File: config.mk
export PLATFORM = sky130hd
export DESIGN_NAME = alu_result_router
export DESIGN_NICKNAME = d
export VERILOG_FILES = /design/src/rtl/alu_result_router.sv
export SDC_FILE = /design/constraint.sdc
export NUM_CORES = 1
export LEC_CHECK = 0
export ABC_AREA = 0
export CORE_MARGIN = 2
export CORE_UTILIZATION = 41
export DETAILED_ROUTE_END_ITERATION = 8
export PLACE_DENSITY = 0.75
export SYNTH_ARGS = -nofsm -noshare
export SYNTH_HDL_FRONTEND = slang
export SYNTH_SLANG_ARGS = --single-unit
export TNS_END_PERCENT = 10
File: constraint.sdc
create_clock -name clk -period 2.27 [get_ports clk]
set_input_delay 0.227 -clock clk [delete_from_list [all_inputs] [get_ports clk]]
set_output_delay 0.227 -clock clk [all_outputs]
set_load 0.1 [all_outputs]
File: src/rtl/alu_result_router.sv
// alu_result_router: registered 1-to-4 result router with per-channel valid/ready holding registers
module alu_result_router #(
  parameter int WIDTH = 8,
  parameter int CNT_W = 16
) (
  input  logic               clk,
  input  logic               rst,
  input  logic               in_valid,
  output logic               in_ready,
  input  logic [WIDTH-1:0]   in_data,
  input  logic [1:0]         in_sel,
  input  logic               in_bcast,
  output logic [3:0]         out_valid,
  input  logic [3:0]         out_ready,
  output logic [4*WIDTH-1:0] out_data,
  output logic [CNT_W-1:0]   xfer_count
);
  logic [3:0] can_accept;
  logic [3:0] load;
  logic       accept;
  // a channel takes new data when empty or being drained this cycle; broadcast needs all four
  always_comb begin
    can_accept = ~out_valid | out_ready;
    in_ready   = in_bcast ? &can_accept : can_accept[in_sel];
    accept     = in_valid && in_ready;
    load       = accept ? (in_bcast ? 4'hF : 4'b0001 << in_sel) : 4'h0;
  end
  // channel holding registers: load wins over drain, reset discards everything
  always_ff @(posedge clk) begin
    if (rst) begin
      out_valid <= '0;
      out_data  <= '0;
    end else begin
      for (int i = 0; i < 4; i++) begin
        if (load[i]) begin
          out_valid[i]               <= 1'b1;
          out_data[i*WIDTH +: WIDTH] <= in_data;
        end else if (out_ready[i]) begin
          out_valid[i] <= 1'b0;
        end
      end
    end
  end
  // saturating count of accepted transfers, one per broadcast
  always_ff @(posedge clk) begin
    if (rst) xfer_count <= '0;
    else if (accept && xfer_count != '1) xfer_count <= xfer_count + 1'b1;
  end
endmodule

* Word-level counts from Yosys, hierarchy flattened
Cells that the tools add are included.
** Storage, ports and cells
- Bits in registers :: 52
- Input bits :: 18
- Output and inout port bits :: 53
- Word-level logic and storage cells :: 35
** Operators by class
- $add $sub $neg :: 1
- Magnitude comparators :: 1
- Eq/ne operators :: 1
- Shift operators :: 1
- Muxes and demuxes :: 13
- Bitwise logic cells :: 2
- Reductions and logical operators :: 7
** Operator list (count)
- adder 16 x 1 -> 16 bit (second input constant) :: 1
- inequality test 16 bit (second input constant) :: 1
- 2-to-1 mux 1 bit :: 10
- 2-to-1 mux 4 bit :: 2
- nonzero test 2 bit :: 4
- NOT 4 bit :: 1
- OR 4 bit :: 1
- AND reduction 4 bit :: 1
- << shifter 1 x 2 -> 4 bit (first input constant) :: 1
- less-than comparator 2 x 3 -> 1 bit (second input constant) :: 1
- binary-select mux 1 bit (select 2 bit) :: 1
- logical AND 1 bit :: 2

* Longest topological paths before layout
Gate-level depths: netlist of run 1.
- Depth in word-level cells :: 8
- Mapped depth :: 7
- Mapped depth without buffers :: 6

* Least setup slack after synthesis of run 1
OpenSTA, ideal clock, no wires.
- Kind :: reg-to-output
- Start :: register out_valid[1]
- End :: output in_ready
- Data arrival time :: 3403 ps
- Data required time :: 2043 ps
- Setup slack :: -1360 ps
- Stages on the path, launching flop included :: 4
- Buffers on the path :: 0
- Cell sequence :: dfxtp_1 -> nor2b_1 -> o32a_1 -> nor3_1
** Between the ends
- Cells in the longest elaborated chain, start to end :: 5
- Elaborated cells between the ends (all ways) :: 6
- Those cells by class :: mux (3); bitwise (2); reduce/logical (1)
** RTL lines
- start, declared :: line 13 : output logic [3:0] out_valid,
- start signal, assigned :: line 31 : out_valid <= '0;
- start signal, assigned by index :: line 36 : out_valid[i] <= 1'b1;
- start signal, assigned by index :: line 39 : out_valid[i] <= 1'b0;
- NOT 4 bit (*) :: line 23 : can_accept = ~out_valid | out_ready;
- OR 4 bit (*) :: line 23
- binary-select mux 1 bit (select 2 bit) :: line 24 : in_ready = in_bcast ? &can_accept : can_accept[in_sel];
- 2-to-1 mux 1 bit (implied by the code) :: line 24
- 2-to-1 mux 1 bit (*) :: line 24
- end, declared :: line 9 : output logic in_ready,
Every way passes the cells marked *; elsewhere a longest branch is shown, timed or not. The select of a mux whose other input is x is not followed.

* Final worst setup path of run 1
- Start :: input out_ready[2]
- End :: register xfer_count[7]
** Between the ends
- Cells in the longest elaborated chain, start to end :: 6
- Elaborated cells between the ends (all ways) :: 7
- Those cells by class :: mux (3); bitwise (1); reduce/logical (3)
** RTL lines
- start, declared :: line 14 : input logic [3:0] out_ready,
- OR 4 bit (*) :: line 23
- binary-select mux 1 bit (select 2 bit) :: line 24
- 2-to-1 mux 1 bit (implied by the code) :: line 24
- 2-to-1 mux 1 bit (*) :: line 24
- logical AND 1 bit (*) :: line 25 : accept = in_valid && in_ready;
- logical AND 1 bit (*) :: line 47 : else if (accept && xfer_count != '1) xfer_count <= xfer_count + 1'b1;
- end signal, assigned :: line 47
- end, declared :: line 16 : output logic [CNT_W-1:0] xfer_count
Marks and branches as above.
A chain may end at the register's enable or synchronous reset.

==> out/qor.yml, run 1 <==
setup_path:
  critPathLaunchType: "input pin"
  cp.required_ns: 2.47
  worst-r2r-setup-slack_ns: -0.07
  critPathCaptureType: "flop"
  critPathMaxFanout: 5
  r2r_end: "xfer_count[7]$_SDFFE_PP0P_"
  r2r_start: "out_valid[2]$_SDFFE_PP0P_"
  critPathKind: "in -> reg"
  critPathArrivalTime_ns: 2.56
  worst_r2r_path_depth: 5
sta:
  finalHoldViolCount: 0
  fin_worst_skew_ns: 0.00997
  fmax_ghz: 0.424
  maxSlewViolCount: 0
  timing.final.setup_violations: 3
  slew_headroom_pct: 52.5
  worstMarginPinSlew_ns: 0.712
  finalCriticalPeriod_ns: 2.36
  fin_setup_tns_ns: -0.178
  fin_crit_sh_pct: 104
  rsz0062_at_grt: "yes"
  fin_ws_ns: -0.0897
status:
  status: "finished, violations left"
  violations: "setup timing"
clock_network:
  cts.path.max_buffers: 2
  cts_hold_buf: 0
  cts-buffers-inserted: 5
  root_buffer: "clkbuf_8"
  cts_tree: "built"
  clock_sinks: 52
  clk_pin_slew_ns: 0.09
  cts-htree-levels: 2
  insertion_delay_ns: 0.31
floorplanning:
  rows: 26
  io_pins: 71
  dieArea_sq_um: 6090
  die_y_um: 78.0
  core_sq_um: 5200
  initial_core_util_pct: 43.2
  die_x_um: 78.0
yosys:
  synth_edf_count: 0
  ys_seq_area_share_pct: 46.3
  netlist_instances: 242
  synthesis.nets: 261
  async_reset_ff_share_pct: 0
  synthesis.area_sq_um: 2250
  ys_ff_latch: 52
  avgSynthCellArea_sq_um: 9.29
  ys_types: 33
  yosys_warnings: 0
  synth_ff_type: "dfxtp_1"
global_routing:
  antenna_found_initial: 0
  grtUsageMet3_pct: 5.29
  first_global_vias: 1948
  grt_util_met2_pct: 33.1
  top_usage_layer: "met2"
  grt_util_all_layers_pct: 19.0
  gr-total-overflow: 0
  grt_start_max_net_pins: 42
  use_met1_pct: 22.9
  grt_first_pass_wirelength_mm: 9.32
pwr:
  power_density_nw_per_um2: 675
  ir_drop_v: 0.000562
  finalPower_mw: 2.23
  p_leak_nw: 1.40
routing:
  drt_pass1_iterations: 4
  wl_per_cell_um: 14.5
  drc: 0
  via_count: 2026
  vias_per_cell: 5.12
  drt_wl_total_mm: 5.76
  drt_iter0_drc: 92
  drt.antenna.violating_nets: 0
placed_design:
  dp_slack_ns: -0.368
  dp_hpwl_mm: 4.04
  portBuffers: 70
  gp_congestion: 0.815
  placed_cell_area_sq_um: 3150
cells_and_area:
  area_growth_pct: 47.2
  mostFrequentLayoutCells: "buf_4, nor2_1, mux2i_1"
  fill_cells: 454
  num_antenna_cells: 0
  drive_gt1_share_pct: 38.7
  finish.instance_area_sq_um: 3310
  final_common_cell: "buf_4"
  nets: 344
  multi_input_area_sq_um: 1320
  ff_latch_area_sq_um: 1080
min_path:
  hp-class: "in -> reg"
  hold_depth: 2
  worstHoldStart: "rst"
  hold_end: "out_data[10]$_SDFFE_PP0P_"
run:
  max_cap_violations: 0
## timing repair
item / 4_1_cts / 5_1_grt
resized for setup: 0 / 7
cloned: 0 / 2
buffers inserted: 0 / 0
setup endpoints to repair: 11 / 11
pin swaps: 4 / 6
## routing by layer
layer | wire length [um] | vias up | part of all wire, %
met1 | 2460 | 962 | 43
met4 | 65 | 0 | 1.1
li1 | - | 1012 | -
met3 | 330 | 6 | 5.7
met5 | 0 | - | 0
met2 | 2910 | 46 | 50
## final cells by class
| class | instances | share of cell area [%] |
|---|---|---|
| timing repair buffer | 88 | 21.5 |
| tap | 70 | 2.65 |
| clock inverter | 2 | 0.303 |
| multi-input combinational | 174 | 39.8 |
| inverter | 4 | 0.454 |
| clock buffer | 6 | 2.50 |
| sequential | 52 | 32.8 |
## cell families after synthesis
| logic type | share of synthesized area, % |
|---|---|
| buffers and inverters | 3.40 |
| and+or+nand+nor | 24.9 |
| DFF | 46.3 |
| AOI/OAI and AO/OA | 5.07 |
| adders and majority gates | 0.557 |
| muxes | 19.7 |
## critical path, cell delays in order
cell and delay, ns:
clkdlybuf4s50_1 0.51, nor2b_4 0.05, o32a_1 0.41, or4_4 0.68
nor4_4 0.31, mux2_2 0.36
## state kept, by name (all words and copies together) (netlist names)
register,cells
xfer_count,16
out_data,32
out_valid,4
## worst max-delay path by stage
stage | startpoint | endpoint | cells after the start
5_1_grt | out_ready[2] | xfer_count[7]$_SDFFE_PP0P_ | 6
2_1_floorplan | out_valid[2]$_SDFFE_PP0P_ | xfer_count[15]$_SDFFE_PP0P_ | 6
3_5_place_dp | out_ready[2] | xfer_count[11]$_SDFFE_PP0P_ | 6
4_1_cts | out_valid[1]$_SDFFE_PP0P_ | xfer_count[9]$_SDFFE_PP0P_ | 5
6_report | out_ready[2] | xfer_count[7]$_SDFFE_PP0P_ | 6
3_3_place_gp | out_ready[2] | xfer_count[15]$_SDFFE_PP0P_ | 6
## synthesized netlist by cell type, drive strengths merged (4+ instances only)
cell / number / area [sq um]
nor2: 54 / 203
nor4: 14 / 87.6
nand2: 6 / 22.5
o21ai: 4 / 20.0
buf: 6 / 31.3
a21oi: 4 / 20.0
or4: 5 / 41.3
o31ai: 4 / 30.0
mux2i: 33 / 330
inv: 4 / 15.0
clkbuf: 8 / 30.0
dfxtp: 52 / 1040
mux2: 10 / 113
nor2b: 15 / 101
nand3: 6 / 30.0
## power breakdown
| group | total (mW) | internal, mW | switching, mW | leakage, nW |
|---|---|---|---|---|
| clock | 0.545 | 0.244 | 0.301 | 0.0510 |
| sequential | 0.983 | 0.956 | 0.0272 | 0.436 |
| combinational | 0.705 | 0.193 | 0.512 | 0.911 |
## through the flow
stage,hold slack [ns],util [%],cells
2_1_floorplan,0.375,-,242
3_3_place_gp,0.469,60.5,386
5_1_grt,0.471,63.5,396
6_report,0.456,63.5,396
3_5_place_dp,0.481,60.5,386
4_1_cts,0.449,62.3,394
Note: power is estimated with default switching activity, not from simulation.
==> inputs of run 2 (changes only) <==
MAX_ROUTING_LAYER = met4   (was not set)
==> out/qor.yml, run 2 (synthesized netlist as in run 1, its figures left out) <==
cells_and_area:
  num_antenna_cells: 0
  drive_gt1_share_pct: 38.7
  largest-register: "out_data"
  fill_cells: 454
  mostFrequentLayoutCells: "buf_4, nor2_1, mux2i_1"
  area_growth_pct: 47.2
  nets: 344
  largest_register_ffs: 32
  reg_top3: "out_data (32), xfer_count (16), out_valid (4)"
  final_common_cell: "buf_4"
clock_network:
  cts_hold_buf: 0
  clk_pin_slew_ns: 0.09
  post-cts-setup-buffers: 0
  insertion_delay_ns: 0.31
  clock_sinks: 52
  cts-buffers-inserted: 5
  root_buffer: "clkbuf_8"
  cts.path.max_buffers: 2
  cts-htree-levels: 2
  cts_tree: "built"
routing:
  drt_wl_total_mm: 5.78
  vias_per_cell: 5.16
  wl_per_cell_um: 14.6
  drc: 0
  drt_pass1_iterations: 4
  drt.antenna.violating_nets: 0
  drt_iter0_drc: 80
  via_count: 2044
min_path:
  hp-class: "in -> reg"
run:
  max_cap_violations: 0
setup_path:
  cp.required_ns: 2.47
  path_buf_inv: 1
  critPathKind: "in -> reg"
  critPathLaunchType: "input pin"
  crit_chain: "clkdlybuf4s50_1 -> nor2b_4 -> o32a_1 -> or4_4 -> nor4_4 -> mux2_2"
  slowest_delay_ns: 0.68
  critPathSlowestCell: "or4_4"
  critPathArrivalTime_ns: 2.54
  critPathMaxFanout: 5
  timing.critical_path.max_delay_family: "simple AND/OR/NAND/NOR gates"
  critPathCaptureType: "flop"
sta:
  slew_headroom_pct: 52.2
  worstMarginPinSlew_ns: 0.717
  fin_crit_sh_pct: 103
  hold_ws_ns: 0.464
  finalHoldViolCount: 0
  fmax_ghz: 0.426
  finalCriticalPeriod_ns: 2.35
  rsz0062_at_grt: "yes"
  fin_ws_ns: -0.0773
  maxSlewViolCount: 0
  timing.final.setup_violations: 3
  fin_worst_skew_ns: 0.0100
floorplanning:
  core_sq_um: 5200
  io_pins: 71
  die_x_um: 78.0
  initial_core_util_pct: 43.2
  dieArea_sq_um: 6090
  die_y_um: 78.0
  rows: 26
global_routing:
  grt_util_all_layers_pct: 19.6
  gr-total-overflow: 0
  first_global_vias: 1941
  grt_start_max_net_pins: 42
  grt_first_pass_wirelength_mm: 9.33
  antenna_found_initial: 0
placed_design:
  dp_hpwl_mm: 4.04
  portBuffers: 70
  dp_slack_ns: -0.368
  gp_congestion: 0.827
pwr:
  p_leak_nw: 1.40
  finalPower_mw: 2.23
  power_density_nw_per_um2: 675
  ir_drop_v: 0.000561
status:
  violations: "setup timing"
  status: "finished, violations left"
[run 2: cell counts in the layout (fill, tap and decap cells not counted)]
Identical to the previous run, type by type.
[run 2: final cells by class]
cell class	instances	area, sq um	share of cell area [%]
sequential	52	1080	32.8
multi-input combinational	174	1320	39.8
inverter	4	15.0	0.454
clock buffer	6	82.6	2.50
clock inverter	2	10.0	0.303
timing repair buffer	88	711	21.5
tap	70	87.6	2.65
[run 2: through the flow]
step | instances | setup TNS [ns] | instance area, sq um | util (%)
3_5_place_dp | 386 | -4.82 | 3150 | 60.5
5_1_grt | 396 | -0.320 | 3310 | 63.5
2_1_floorplan | 242 | -1.59 | 2390 | -
4_1_cts | 394 | -0.163 | 3240 | 62.3
6_report | 396 | -0.137 | 3310 | 63.5
3_3_place_gp | 386 | -3.96 | 3150 | 60.5
[run 2: path summary, 6_finish.rpt]
| check | start | end | slack, ns | depth (start not counted) |
|---|---|---|---|---|
| worst min-delay path | rst | out_data[10]$_SDFFE_PP0P_ | 0.46 | 2 |
| worst max-delay path | out_ready[2] | xfer_count[7]$_SDFFE_PP0P_ | -0.08 | 6 |
| worst min register to register | xfer_count[8]$_SDFFE_PP0P_ | xfer_count[8]$_SDFFE_PP0P_ | 0.49 | 2 |
| worst max register to register | out_valid[2]$_SDFFE_PP0P_ | xfer_count[7]$_SDFFE_PP0P_ | -0.06 | 5 |
[run 2: worst reg2reg max path, stage by stage (launching register included)]
cell and delay (ns):
dfxtp_4 0.35, nor2b_4 0.12, o32a_1 0.40, or4_4 0.68
nor4_4 0.31, mux2_2 0.36
[run 2: power by group]
part	internal, mW	switching (mW)
registers	0.956	0.0272
clock network	0.244	0.301
logic	0.193	0.512
total	1.39	0.840
[run 2: timing repair]
action	in CTS	in global routing
gates cloned	0	2
gates resized for setup	0	7
setup endpoints to repair	11	11
pin swaps	4	6
[run 2: metal layers]
metal / vias up / GRT usage, % / wire, um
li1: 1013 / - / -
met1: 980 / 24.1 / 2530
met2: 45 / 32.7 / 2900
met3: 6 / 4.37 / 279
met4: 0 / 5.79 / 65
met5: - / - / 0
